--- src/rtl/pc_pkg.sv ---
`default_nettype none
// ============================================================================
// Module      : pc_pkg
// Description : Shared branch-type encodings and branch-condition evaluation
//               for the PC / return-address-stack unit.
// Revision    : 1.0 - initial release
// ============================================================================
package pc_pkg;

    // Branch type field as driven by the control FSM
    typedef enum logic [1:0] {
        BR_EQ = 2'b00,
        BR_LT = 2'b01,
        BR_NE = 2'b10,
        BR_GE = 2'b11
    } br_type_e;

    // Evaluate a branch condition from the ALU zero/negative flags
    function automatic logic branch_cond(input br_type_e bt,
                                         input logic     zero,
                                         input logic     negative);
        logic cond;
        cond = 1'b0;
        case (bt)
            BR_EQ:   cond = zero;
            BR_LT:   cond = negative;
            BR_NE:   cond = ~zero;
            BR_GE:   cond = ~negative;
            default: cond = 1'b0;
        endcase
        return cond;
    endfunction

endpackage
`default_nettype wire

--- src/rtl/pc_ras.sv ---
`default_nettype none
// ============================================================================
// Module      : pc_ras
// Description : Circular return-address stack (LIFO). A push into a full
//               stack overwrites the oldest entry; a pop from an empty stack
//               is ignored. Overflow/underflow flag the offending request in
//               the same cycle it is presented.
// Revision    : 1.0 - initial release
// ============================================================================
module pc_ras #(
    parameter int WIDTH     = 16,
    parameter int RAS_DEPTH = 4,
    localparam int C_PTR_W  = $clog2(RAS_DEPTH),
    localparam int C_CNT_W  = $clog2(RAS_DEPTH + 1)
) (
    input  logic               clk,
    input  logic               rst_n,
    input  logic               i_push,
    input  logic               i_pop,
    input  logic [WIDTH-1:0]   i_push_data,
    output logic [WIDTH-1:0]   o_top,
    output logic [C_CNT_W-1:0] o_count,
    output logic               o_full,
    output logic               o_empty,
    output logic               o_overflow,
    output logic               o_underflow
);

    logic [WIDTH-1:0]   r_mem [RAS_DEPTH];
    logic [C_PTR_W-1:0] r_ptr;      // next slot to be written
    logic [C_CNT_W-1:0] r_count;
    logic [C_PTR_W-1:0] w_top_idx;
    logic [C_PTR_W-1:0] w_ptr_inc;

    // Pointer arithmetic wraps at RAS_DEPTH, which need not be a power of two
    assign w_top_idx = (r_ptr == '0) ? C_PTR_W'(RAS_DEPTH - 1) : r_ptr - C_PTR_W'(1);
    assign w_ptr_inc = (r_ptr == C_PTR_W'(RAS_DEPTH - 1)) ? '0 : r_ptr + C_PTR_W'(1);

    assign o_top       = r_mem[w_top_idx];
    assign o_count     = r_count;
    assign o_full      = (r_count == C_CNT_W'(RAS_DEPTH));
    assign o_empty     = (r_count == '0);
    assign o_overflow  = i_push & o_full;
    assign o_underflow = i_pop & o_empty;

    // Stack storage, pointer and occupancy; push takes precedence over pop
    always_ff @(posedge clk or negedge rst_n) begin
        if (!rst_n) begin
            r_ptr   <= '0;
            r_count <= '0;
            for (int i = 0; i < RAS_DEPTH; i++) begin
                r_mem[i] <= '0;
            end
        end else if (i_push) begin
            r_mem[r_ptr] <= i_push_data;
            r_ptr        <= w_ptr_inc;
            if (!o_full) begin
                r_count <= r_count + C_CNT_W'(1);
            end
        end else if (i_pop && !o_empty) begin
            r_ptr   <= w_top_idx;
            r_count <= r_count - C_CNT_W'(1);
        end
    end

endmodule
`default_nettype wire

--- src/rtl/pc_ras_unit.sv ---
`default_nettype none
// ============================================================================
// Module      : pc_ras_unit
// Description : Program counter with conditional branches, sequential
//               fall-through and call/return through a return-address stack.
//               Priority on a PC write: return > call > branch > jump.
//               Optional macro PC_ALIGN_CHECK_EN: a misaligned target leaves
//               the PC unchanged and sets sticky output_misaligned.
// Revision    : 1.0 - initial release
// ============================================================================
module pc_ras_unit
    import pc_pkg::*;
#(
    parameter int WIDTH       = 16,
    parameter int RAS_DEPTH   = 4,
    parameter int RESET_PC    = 0,
    parameter int INSTR_BYTES = 2,
    localparam int C_CNT_W    = $clog2(RAS_DEPTH + 1)
) (
    input  logic             CLK,
    input  logic             RST_N,
    input  logic             input_PCWrite,
    input  logic [WIDTH-1:0] input_newPC,
    input  logic             input_PC_isbranch,
    input  logic [1:0]       input_branchType,
    input  logic             input_zero,
    input  logic             input_negative,
    input  logic             input_call,
    input  logic             input_return,
    output logic [WIDTH-1:0] output_PC,
    output logic             output_branch_taken,
    output logic             output_RAS_empty,
    output logic             output_RAS_full,
`ifdef PC_ALIGN_CHECK_EN
    output logic             output_misaligned,
`endif
    output logic             output_RAS_error
);

    logic [WIDTH-1:0]   r_pc;
    logic               r_taken;
    logic               r_err;
    logic [WIDTH-1:0]   w_pc_inc;
    logic [WIDTH-1:0]   w_pc_next;
    logic               w_taken_next;
    logic               w_load_target;
    logic               w_cond;
    logic               w_push;
    logic               w_pop;
    logic [WIDTH-1:0]   w_ras_top;
    logic [C_CNT_W-1:0] w_ras_count;
    logic               w_ras_full;
    logic               w_ras_empty;
    logic               w_ras_overflow;
    logic               w_ras_underflow;
`ifdef PC_ALIGN_CHECK_EN
    logic               r_mis;
    logic               w_target_misaligned;
    assign w_target_misaligned = ((input_newPC % WIDTH'(INSTR_BYTES)) != '0);
`endif

    // Sequential address; modulo 2^WIDTH by construction
    assign w_pc_inc = r_pc + WIDTH'(INSTR_BYTES);
    assign w_cond   = branch_cond(br_type_e'(input_branchType), input_zero, input_negative);

    // A return always requests a pop (the stack reports underflow when empty);
    // a call only pushes when no return is present this cycle
    assign w_pop  = input_PCWrite & input_return;
    assign w_push = input_PCWrite & input_call & ~input_return;

    pc_ras #(
        .WIDTH     (WIDTH),
        .RAS_DEPTH (RAS_DEPTH)
    ) u_ras (
        .clk         (CLK),
        .rst_n       (RST_N),
        .i_push      (w_push),
        .i_pop       (w_pop),
        .i_push_data (w_pc_inc),
        .o_top       (w_ras_top),
        .o_count     (w_ras_count),
        .o_full      (w_ras_full),
        .o_empty     (w_ras_empty),
        .o_overflow  (w_ras_overflow),
        .o_underflow (w_ras_underflow)
    );

    // Next-PC selection: return > call > branch > jump
    always_comb begin
        w_pc_next     = r_pc;
        w_taken_next  = r_taken;
        w_load_target = 1'b0;
        if (input_PCWrite) begin
            w_taken_next = 1'b0;
            if (input_return) begin
                if (!w_ras_empty) begin
                    w_pc_next = w_ras_top;
                end else begin
                    w_load_target = 1'b1;
                end
            end else if (input_call) begin
                w_load_target = 1'b1;
            end else if (input_PC_isbranch) begin
                w_taken_next = w_cond;
                if (w_cond) begin
                    w_load_target = 1'b1;
                end else begin
                    w_pc_next = w_pc_inc;
                end
            end else begin
                w_load_target = 1'b1;
            end
`ifdef PC_ALIGN_CHECK_EN
            if (w_load_target && !w_target_misaligned) begin
                w_pc_next = input_newPC;
            end
`else
            if (w_load_target) begin
                w_pc_next = input_newPC;
            end
`endif
        end
    end

    // PC, branch-taken and sticky stack-error registers
    always_ff @(posedge CLK or negedge RST_N) begin
        if (!RST_N) begin
            r_pc    <= WIDTH'(RESET_PC);
            r_taken <= 1'b0;
            r_err   <= 1'b0;
        end else begin
            r_pc    <= w_pc_next;
            r_taken <= w_taken_next;
            r_err   <= r_err | w_ras_overflow | w_ras_underflow;
        end
    end

`ifdef PC_ALIGN_CHECK_EN
    // Sticky flag for a rejected misaligned target load
    always_ff @(posedge CLK or negedge RST_N) begin
        if (!RST_N) begin
            r_mis <= 1'b0;
        end else if (w_load_target && w_target_misaligned) begin
            r_mis <= 1'b1;
        end
    end
    assign output_misaligned = r_mis;
`endif

    assign output_PC           = r_pc;
    assign output_branch_taken = r_taken;
    assign output_RAS_empty    = (w_ras_count == '0);
    assign output_RAS_full     = w_ras_full;
    assign output_RAS_error    = r_err;

endmodule
`default_nettype wire

--- config.mk ---
export PLATFORM = sky130hd
export DESIGN_NAME = pc_ras_unit
export DESIGN_NICKNAME = d
export VERILOG_FILES = /design/src/rtl/pc_pkg.sv /design/src/rtl/pc_ras.sv /design/src/rtl/pc_ras_unit.sv
export SDC_FILE = /design/constraint.sdc
export NUM_CORES = 1
export LEC_CHECK = 0
export CORE_MARGIN = 2
export CORE_UTILIZATION = 60
export DETAILED_ROUTE_END_ITERATION = 10
export PLACE_DENSITY = 0.91
export SLEW_MARGIN = 20
export SYNTH_ARGS = -nofsm -noshare
export SYNTH_HDL_FRONTEND = slang
export SYNTH_SLANG_ARGS = --single-unit
--- constraint.sdc ---
create_clock -name CLK -period 4.9 [get_ports CLK]
set_input_delay 1.47 -clock CLK [delete_from_list [all_inputs] [get_ports CLK]]
set_output_delay 1.47 -clock CLK [all_outputs]
set_load 0.05 [all_outputs]
# ---- Word-level counts from Yosys, hierarchy flattened
# Index checks and enable logic that the tools add are counted.
dict set report op_classes {
  n_addsub 5
  n_mul 0
  n_div 0
  order_cmp 3
  n_eq_ne 9
  shift 0
  mux 29
  bitwise 12
  reduce_logical 10
}
# op n
set ops {}
lappend ops {{2-to-1 mux 16 bit} 9}
lappend ops {{bitwise mux 64 bit} 1}
lappend ops {{binary-select mux 16 bit (select 2 bit)} 1}
lappend ops {{demux 16 bit (select 2 bit)} 1}
lappend ops {{adder 16 x 2 -> 16 bit, second input constant} 1}
lappend ops {{2-to-1 mux 1 bit} 9}
lappend ops {{2-to-1 mux 3 bit} 3}
lappend ops {{2-to-1 mux 2 bit} 4}
lappend ops {{== test 2 bit, second input constant} 3}
lappend ops {{>= comparator 3 bit, second input constant} 2}
lappend ops {{NOT 2 -> 3 bit} 2}
lappend ops {{AND 1 bit} 5}
lappend ops {{AND reduction 5 bit} 1}
lappend ops {{logical NOT 2 bit} 2}
lappend ops {{one-hot mux 1 bit (4 select lines)} 1}
lappend ops {{adder 3 x 1 -> 3 bit, second input constant} 1}
lappend ops {{== test 3 bit, second input constant} 1}
lappend ops {{logical NOT 3 bit} 1}
lappend ops {{< comparator 3 x 1 -> 1 bit, second input constant} 1}
lappend ops {{inequality test 3 x 1 -> 1 bit, second input constant} 1}
lappend ops {{inequality test 3 x 2 -> 1 bit, second input constant} 1}
lappend ops {{inequality test 3 bit, second input constant} 1}
lappend ops {{NOT 1 bit} 3}
lappend ops {{nonzero test 3 bit} 1}
lappend ops {{other kinds (10)} 12}
dict set report word_totals {
  reg_bits 87
  latchBits 0
  mem_bits_rw 0
  romBits 0
  input_bits 26
  output_inout_bits 20
  memories 0
}

# ---- Longest topological paths before layout
# Gate-level depths: netlist of the first run.
dict set report depth {
  depth_word 9
  depth_mapped 9
}

# ---- Hierarchy
# A second synthesis of the first run with hierarchy kept.
dict set report unflattened {
  hier_cells 380
  area_unflattened_um2 4689.5
}
# module n_inst cells_each area_per_inst_um2 seq_area_each_um2
set by_module_without_submodules {}
lappend by_module_without_submodules {pc_ras 1 200 3181.8 1726.7}
lappend by_module_without_submodules {pc_ras_unit 1 180 1507.7 450.4}

# ---- Worst setup path after synthesis of the first run
# Ideal clock, no wire load.
dict set report synth_path {
  kind {reg2out}
  startpoint {register u_ras.r_count[0], in the netlist u_ras.o_count[0]}
  endpoint {output port output_RAS_full}
  arrival_time_ps 1664
  path_slack_ps 1766
  stages_incl_launch_ff 2
  cell_sequence {dfrtp_1 -> nor3b_1}
}
dict set report synth_between {
  elab_chain_cells 1
}
# item line
set synth_lines {}
lappend synth_lines {{from (decl)} pc_ras.sv:31} ;# logic [C_CNT_W-1:0] r_count;
lappend synth_lines {{from (signal assigned)} pc_ras.sv:58} ;# r_count <= r_count + C_CNT_W'(1);
lappend synth_lines {{from (signal assigned)} pc_ras.sv:62} ;# r_count <= r_count - C_CNT_W'(1);
lappend synth_lines {{== test 3 bit} pc_ras.sv:41} ;# assign o_full = (r_count == C_CNT_W'(RAS_DEPTH));
lappend synth_lines {{to (decl)} pc_ras_unit.sv:33} ;# output logic output_RAS_full,
# No other way between the ends.

# ---- Worst setup path in the final report of the first run
dict set report layout_path {
  startpoint {input port input_return}
  endpoint {register u_ras.r_mem[41] (netlist name)}
}
dict set report layout_between {
  elab_chain_cells 2
}
# item line
set layout_lines {}
lappend layout_lines {{from (decl)} pc_ras_unit.sv:29} ;# input logic input_return,
lappend layout_lines {{NOT 1 bit} pc_ras_unit.sv:69} ;# assign w_push = input_PCWrite & input_call & ~input_return;
lappend layout_lines {{AND 1 bit} pc_ras_unit.sv:69}
lappend layout_lines {{to (signal, indexed assignment)} pc_ras.sv:55} ;# r_mem[r_ptr] <= i_push_data;
lappend layout_lines {{to (decl)} pc_ras.sv:29} ;# logic [WIDTH-1:0] r_mem [RAS_DEPTH];
# No other way between the ends.
# A chain may end at the register's enable or synchronous reset.

==> metrics, run 1 <==
remaining antenna violation count 0; flop-to-flop setup slack 2.16 ns; VDD IR max 0.352 mV; boundary pin count 46; worst slew pin tran 0.829 ns; Setup TNS Final 0 ns; unrepaired setup endpoints after global routing false; share of post-route cells with drive strength above 1 13.1%; All-Layer GR Usage 27.8%; synth unique cells 49; Synth-to-Final Area Change 16.7%; core area 6870 µm²; Startpoint Class primary input; Hold WS 0.482 ns; CTS tree yes; first-pass GRT wire length 16.5 mm; Via-to-Cell Ratio 6.06; hold violation total from the final report 0; Layout Skew 0.0116 ns; CP Class primary input to register; maxcap violations 0; number of diodes 0; grt peak-use layer met2; FF+latch count, synth 87; Post-Syn Nets 440; final instance area 5030 µm²; hold worst-path end u_ras.r_mem[42]$_DFFE_PN0P_; Synth area leader dfrtp_1; Final nets 479; first-pass iteration count of the detailed router 4; Post-synth EDFFs 0; clk buf depth 2; Yosys warning count 0; leakage power figure 0.00218 µW; area of the die 7890 µm²; Synth area leaders dfrtp_1 (50%), mux4_2 (6.8%), o21ai_0 (6.7%); CTS Sinks 87; power density over the cells 652 nW/µm²; Hold Crit Class register to register; Achievable Freq 0.285 GHz; grt met1 use 37.9%; setup ws final 1.39 ns; Synth top cells by count dfrtp_1 (87), nand2_1 (73), o21ai_0 (58), nor2_1 (26), xnor2_1 (15); via count 3323; FF-to-FF End output_PC[1]$_DFFE_PN0P_; Most used DFF post-synth dfrtp_1; row count 30; CTS resizes 0; routed len/inst 17.7 µm; final worst path period share 71.6%; PortBufs 45; GP Congestion 0.853; status completed; Synth Cell Area 4320 µm²; Die W 88.8 µm; vias in the first global route 3343; CTS clk-pin slew, worst paths 0.09 ns; Worst-Skew Late Latency 0.36 ns; clk root buf clkbuf_8; endpoints failing setup 0; postcts setup bufs 0; chip height 88.8 µm; hpwl dp 6.69 mm; Detailed Route Iter0 Violations 234; Mapped Cells 408; asr flop ratio synth 100%; crit path DAT 3.73 ns; hold_sp u_ras.r_mem[42]$_DFFE_PN0P_; Worst R2R Path Depth 7; final core utilization 73.3%; reg2reg start u_ras.r_ptr[0]$_DFFE_PN0P_; routing usage on met3 6.16%; WP data required 5.12 ns; Period minus WS final 3.51 ns; Setup crit end kind register; Routed Wire Length 9.70 mm; pre-CTS WS 1.08 ns; hold_buf cts 0; Slew Limit Headroom 44.7%; register area share after synthesis 50.4%; most numerous cell in the Yosys netlist dfrtp_1; grt met2 use 44.7%; # DRC 0; initial antenna violation count 0; hold path depth 2; CP max FO 18; initial core utilization 62.8%; syn avg cell area 10.6 µm²; grt ovf 0; DP Area 4830 µm²; top-area cell type share of the netlist area 50.4%; Slew Limit Fails 0; H-tree levels 3; largest net degree at the start of global routing 88; CTS Buf Count 9
-- worst max path at each step --
stage	from	end	slack [ns]
2_1_floorplan	u_ras.o_count[0]$_DFFE_PN0P_	output_RAS_full	1.77
3_3_place_gp	input_return	u_ras.o_count[2]$_DFFE_PN0P_	1.13
3_5_place_dp	input_return	u_ras.r_mem[49]$_DFFE_PN0P_	1.08
4_1_cts	u_ras.o_count[0]$_DFFE_PN0P_	output_RAS_full	1.42
5_1_grt	input_return	u_ras.r_mem[33]$_DFFE_PN0P_	1.23
6_report	input_return	u_ras.r_mem[41]$_DFFE_PN0P_	1.39
-- through the flow --
stage                     total power, µW  std cells
after CTS                            3280        548
after floorplan                      2350        408
final                                3280        548
after detailed placement             2760        532
after global routing                 3490        548
after global placement               2680        532
-- metal layers --
metal / up-vias / share of wire [%] / wire length (µm)
met4: 0 / 2.2 / 217
li1: 1514 / - / -
met2: 143 / 51 / 4960
met1: 1645 / 41 / 3990
met5: - / 0 / 0
met3: 21 / 5.5 / 536
-- report_power, final --
group	total (µW)	internal (µW)	leakage, µW	switching [µW]
clock network	517	253	0.000105	264
registers	1300	1030	0.00108	265
logic	1460	650	0.000990	814
total	3280	1940	0.00218	1340
-- registers in the layout (all words and copies together) (netlist names) --
name and cells:
u_ras.o_count 3, output_branch_taken 1, output_PC 16, output_RAS_error 1
u_ras.r_mem 64, u_ras.r_ptr 2
-- worst max-delay path, stage by stage --
cell             delay, ns
clkdlybuf4s50_1       0.63
inv_2                 0.36
and3_1                0.36
nand2_1               0.40
buf_4                 0.35
nand2_1               0.07
o21ai_0               0.08
-- cells by family after synthesis --
| kind of cell | Yosys count | synth area share, % |
|---|---|---|
| AND/OR/NAND/NOR | 132 | 14.3 |
| AO/OA/AOI/OAI | 97 | 14.0 |
| flip-flops | 87 | 50.4 |
| buffers and inverters | 41 | 4.20 |
| multiplexers | 28 | 11.7 |
| XOR/XNOR | 17 | 3.45 |
| adder cells (fa/ha/maj) | 6 | 1.91 |
-- layout by cell type, fill, tap and decap left out, types with 3 or more instances in the layout --
master and count:
mux2i_1 3, mux4_2 13, a31oi_1 3, nor2_1 26, mux4_1 3, nand3_1 10, mux2_2 9, clkbuf_8 10
o21ai_0 58, dfrtp_1 87, clkdlybuf4s50_1 44, ha_1 5, a221oi_2 3, inv_1 14, o221ai_1 8, o21a_1 4
a21o_1 5, nor3_1 5, a21oi_1 7, buf_4 9, nand2_1 73, xnor2_1 15
-- cell type report --
class | instances | area [µm²]
clock buffers | 10 | 138
clock inverters | 6 | 67.6
fillers | 432 | 1830
inverters | 15 | 56.3
multi-input cells | 280 | 1960
flip-flops and latches | 87 | 2180
well taps | 96 | 120
repair buffers | 54 | 519
Power figures use the tool's default switching activity.
==> run 2, diff against run 1 <==
Settings changed: CORE_UTILIZATION 60 to 57, PLACE_DENSITY 0.91 to 0.87.
Clock period 4.9 ns to 3.5 ns, I/O delays scaled along.
==> run 2 against run 1 <==
Against the previous run: flip-flop and latch count is the same; cell count up 0.55%; final area decreased by 0.25%; combinational power up 44%; register-to-register slack got worse by 1.1 ns; highest routed layer unchanged.
==> metrics, run 2 (same netlist as run 1, synthesis figures left out) <==
endpoints failing setup 0; hpwl dp 6.88 mm; commonest non-fill, non-tap cell in the layout dfrtp_1; row count 31; max FFs per register 64; # DRC 0; hold path depth 1; most frequent cells in the layout dfrtp_1 (87), nand2_1 (73), o21ai_0 (58), clkdlybuf4s50_1 (44), nor2_1 (26); Period minus WS final 3.03 ns; VDD IR max 0.477 mV; internal power 2700 µW; Clk pwr share 14.2%; leakage power figure 0.00217 µW; grt ovf 0; power density over the cells 906 nW/µm²; maxcap violations 0; share of post-route cells with drive strength above 1 12.6%; Routed Wire Length 10.1 mm; largest net degree at the start of global routing 88; CP Class register to output port; setup ws final 0.473 ns; CP max FO 6; Final nets 482; CTS resizes 0; H-tree levels 3; chip height 91.0 µm; status completed; Sw Pwr 1850 µW; via count 3347; Setup TNS Final 0 ns; remaining antenna violation count 0; boundary pin count 46; All-Layer GR Usage 26.2%; CTS Buf Count 9; Most flops, register u_ras.r_mem; first-pass iteration count of the detailed router 5; core area 7290 µm²; clk root buf clkbuf_8; Layout Skew 0.00716 ns; CTS clk-pin slew, worst paths 0.08 ns; routed len/inst 18.4 µm; CTS tree yes; final worst path period share 86.5%; Achievable Freq 0.330 GHz; WP data required 2.45 ns; Slew Limit Fails 0; GP Congestion 0.817; unrepaired setup endpoints after global routing false; first-pass GRT wire length 16.9 mm; vias in the first global route 3430; initial core utilization 59.2%; Detailed Route Iter0 Violations 324; Worst-Skew Late Latency 0.35 ns; Startpoint Class register; Die W 91.0 µm; sequential power share 39.6%; PortBufs 45; worst slew pin tran 0.912 ns; clk buf depth 2; Via-to-Cell Ratio 6.07; crit path DAT 1.98 ns; pre-CTS WS 0.412 ns; Setup crit end kind output port; Hold Crit Class register to register; area of the die 8280 µm²; Worst R2R Path Depth 8; initial antenna violation count 0; Slew Limit Headroom 39.2%; Comb pwr share 46.2%; postcts setup bufs 0; hold_buf cts 0; hold violation total from the final report 0; number of diodes 0; CTS Sinks 87; switch share 40.7%; Synth-to-Final Area Change 16.4%
run 2: critical path, stage by stage, from the launching register on:
cell and delay, ns:
dfrtp_1 0.46, nor3b_1 0.30, clkdlybuf4s50_1 0.86
run 2: area by class of cell:
class,count,area [µm²]
fill,577,2270
clock buffer,11,131
timing repair buffer,57,542
sequential,87,2180
tap,99,124
inverter,15,56.3
multi-input combinational,280,1960
clock inverter,2,35.0
run 2: metal layers:
metal,global-route usage (%),routed length (µm),vias up
met5,0,0,-
met4,9.85,245,0
met3,3.32,501,25
met2,43.5,5180,126
met1,35.6,4210,1676
li1,-,-,1520
run 2: per-stage QoR:
stage	power, µW	instances	area (µm²)	util (%)	hold WS [ns]
global placement	3760	538	4850	66.5	0.454
finish	4550	551	5020	68.9	0.478
CTS	4550	551	5020	68.8	0.483
global route	4850	551	5020	68.9	0.504
detailed placement	3890	538	4850	66.5	0.465
floorplan	3290	408	4320	-	0.442
run 2: worst paths after layout:
check	from	end	slack, ns
setup / recovery	u_ras.o_count[0]$_DFFE_PN0P_	output_RAS_full	0.47
hold / removal	output_RAS_error$_DFF_PN0_	output_RAS_error$_DFF_PN0_	0.48
setup reg to reg	u_ras.r_ptr[0]$_DFFE_PN0P_	output_PC[12]$_DFFE_PN0P_	1.04
hold reg to reg	output_RAS_error$_DFF_PN0_	output_RAS_error$_DFF_PN0_	0.48
max in group asynchronous	RST_N	output_PC[3]$_DFFE_PN0P_	2.22
min in group asynchronous	RST_N	u_ras.r_mem[60]$_DFFE_PN0P_	0.76
run 2: power groups by stage:
stage                     combinational [µW]  clock (µW)  sequential (µW)
after floorplan                         1330           0             1960
after global placement                  2000           0             1760
after detailed placement                2080           0             1810
after CTS                               2100         656             1790
after global routing                    2280         704             1860
final                                   2100         647             1800
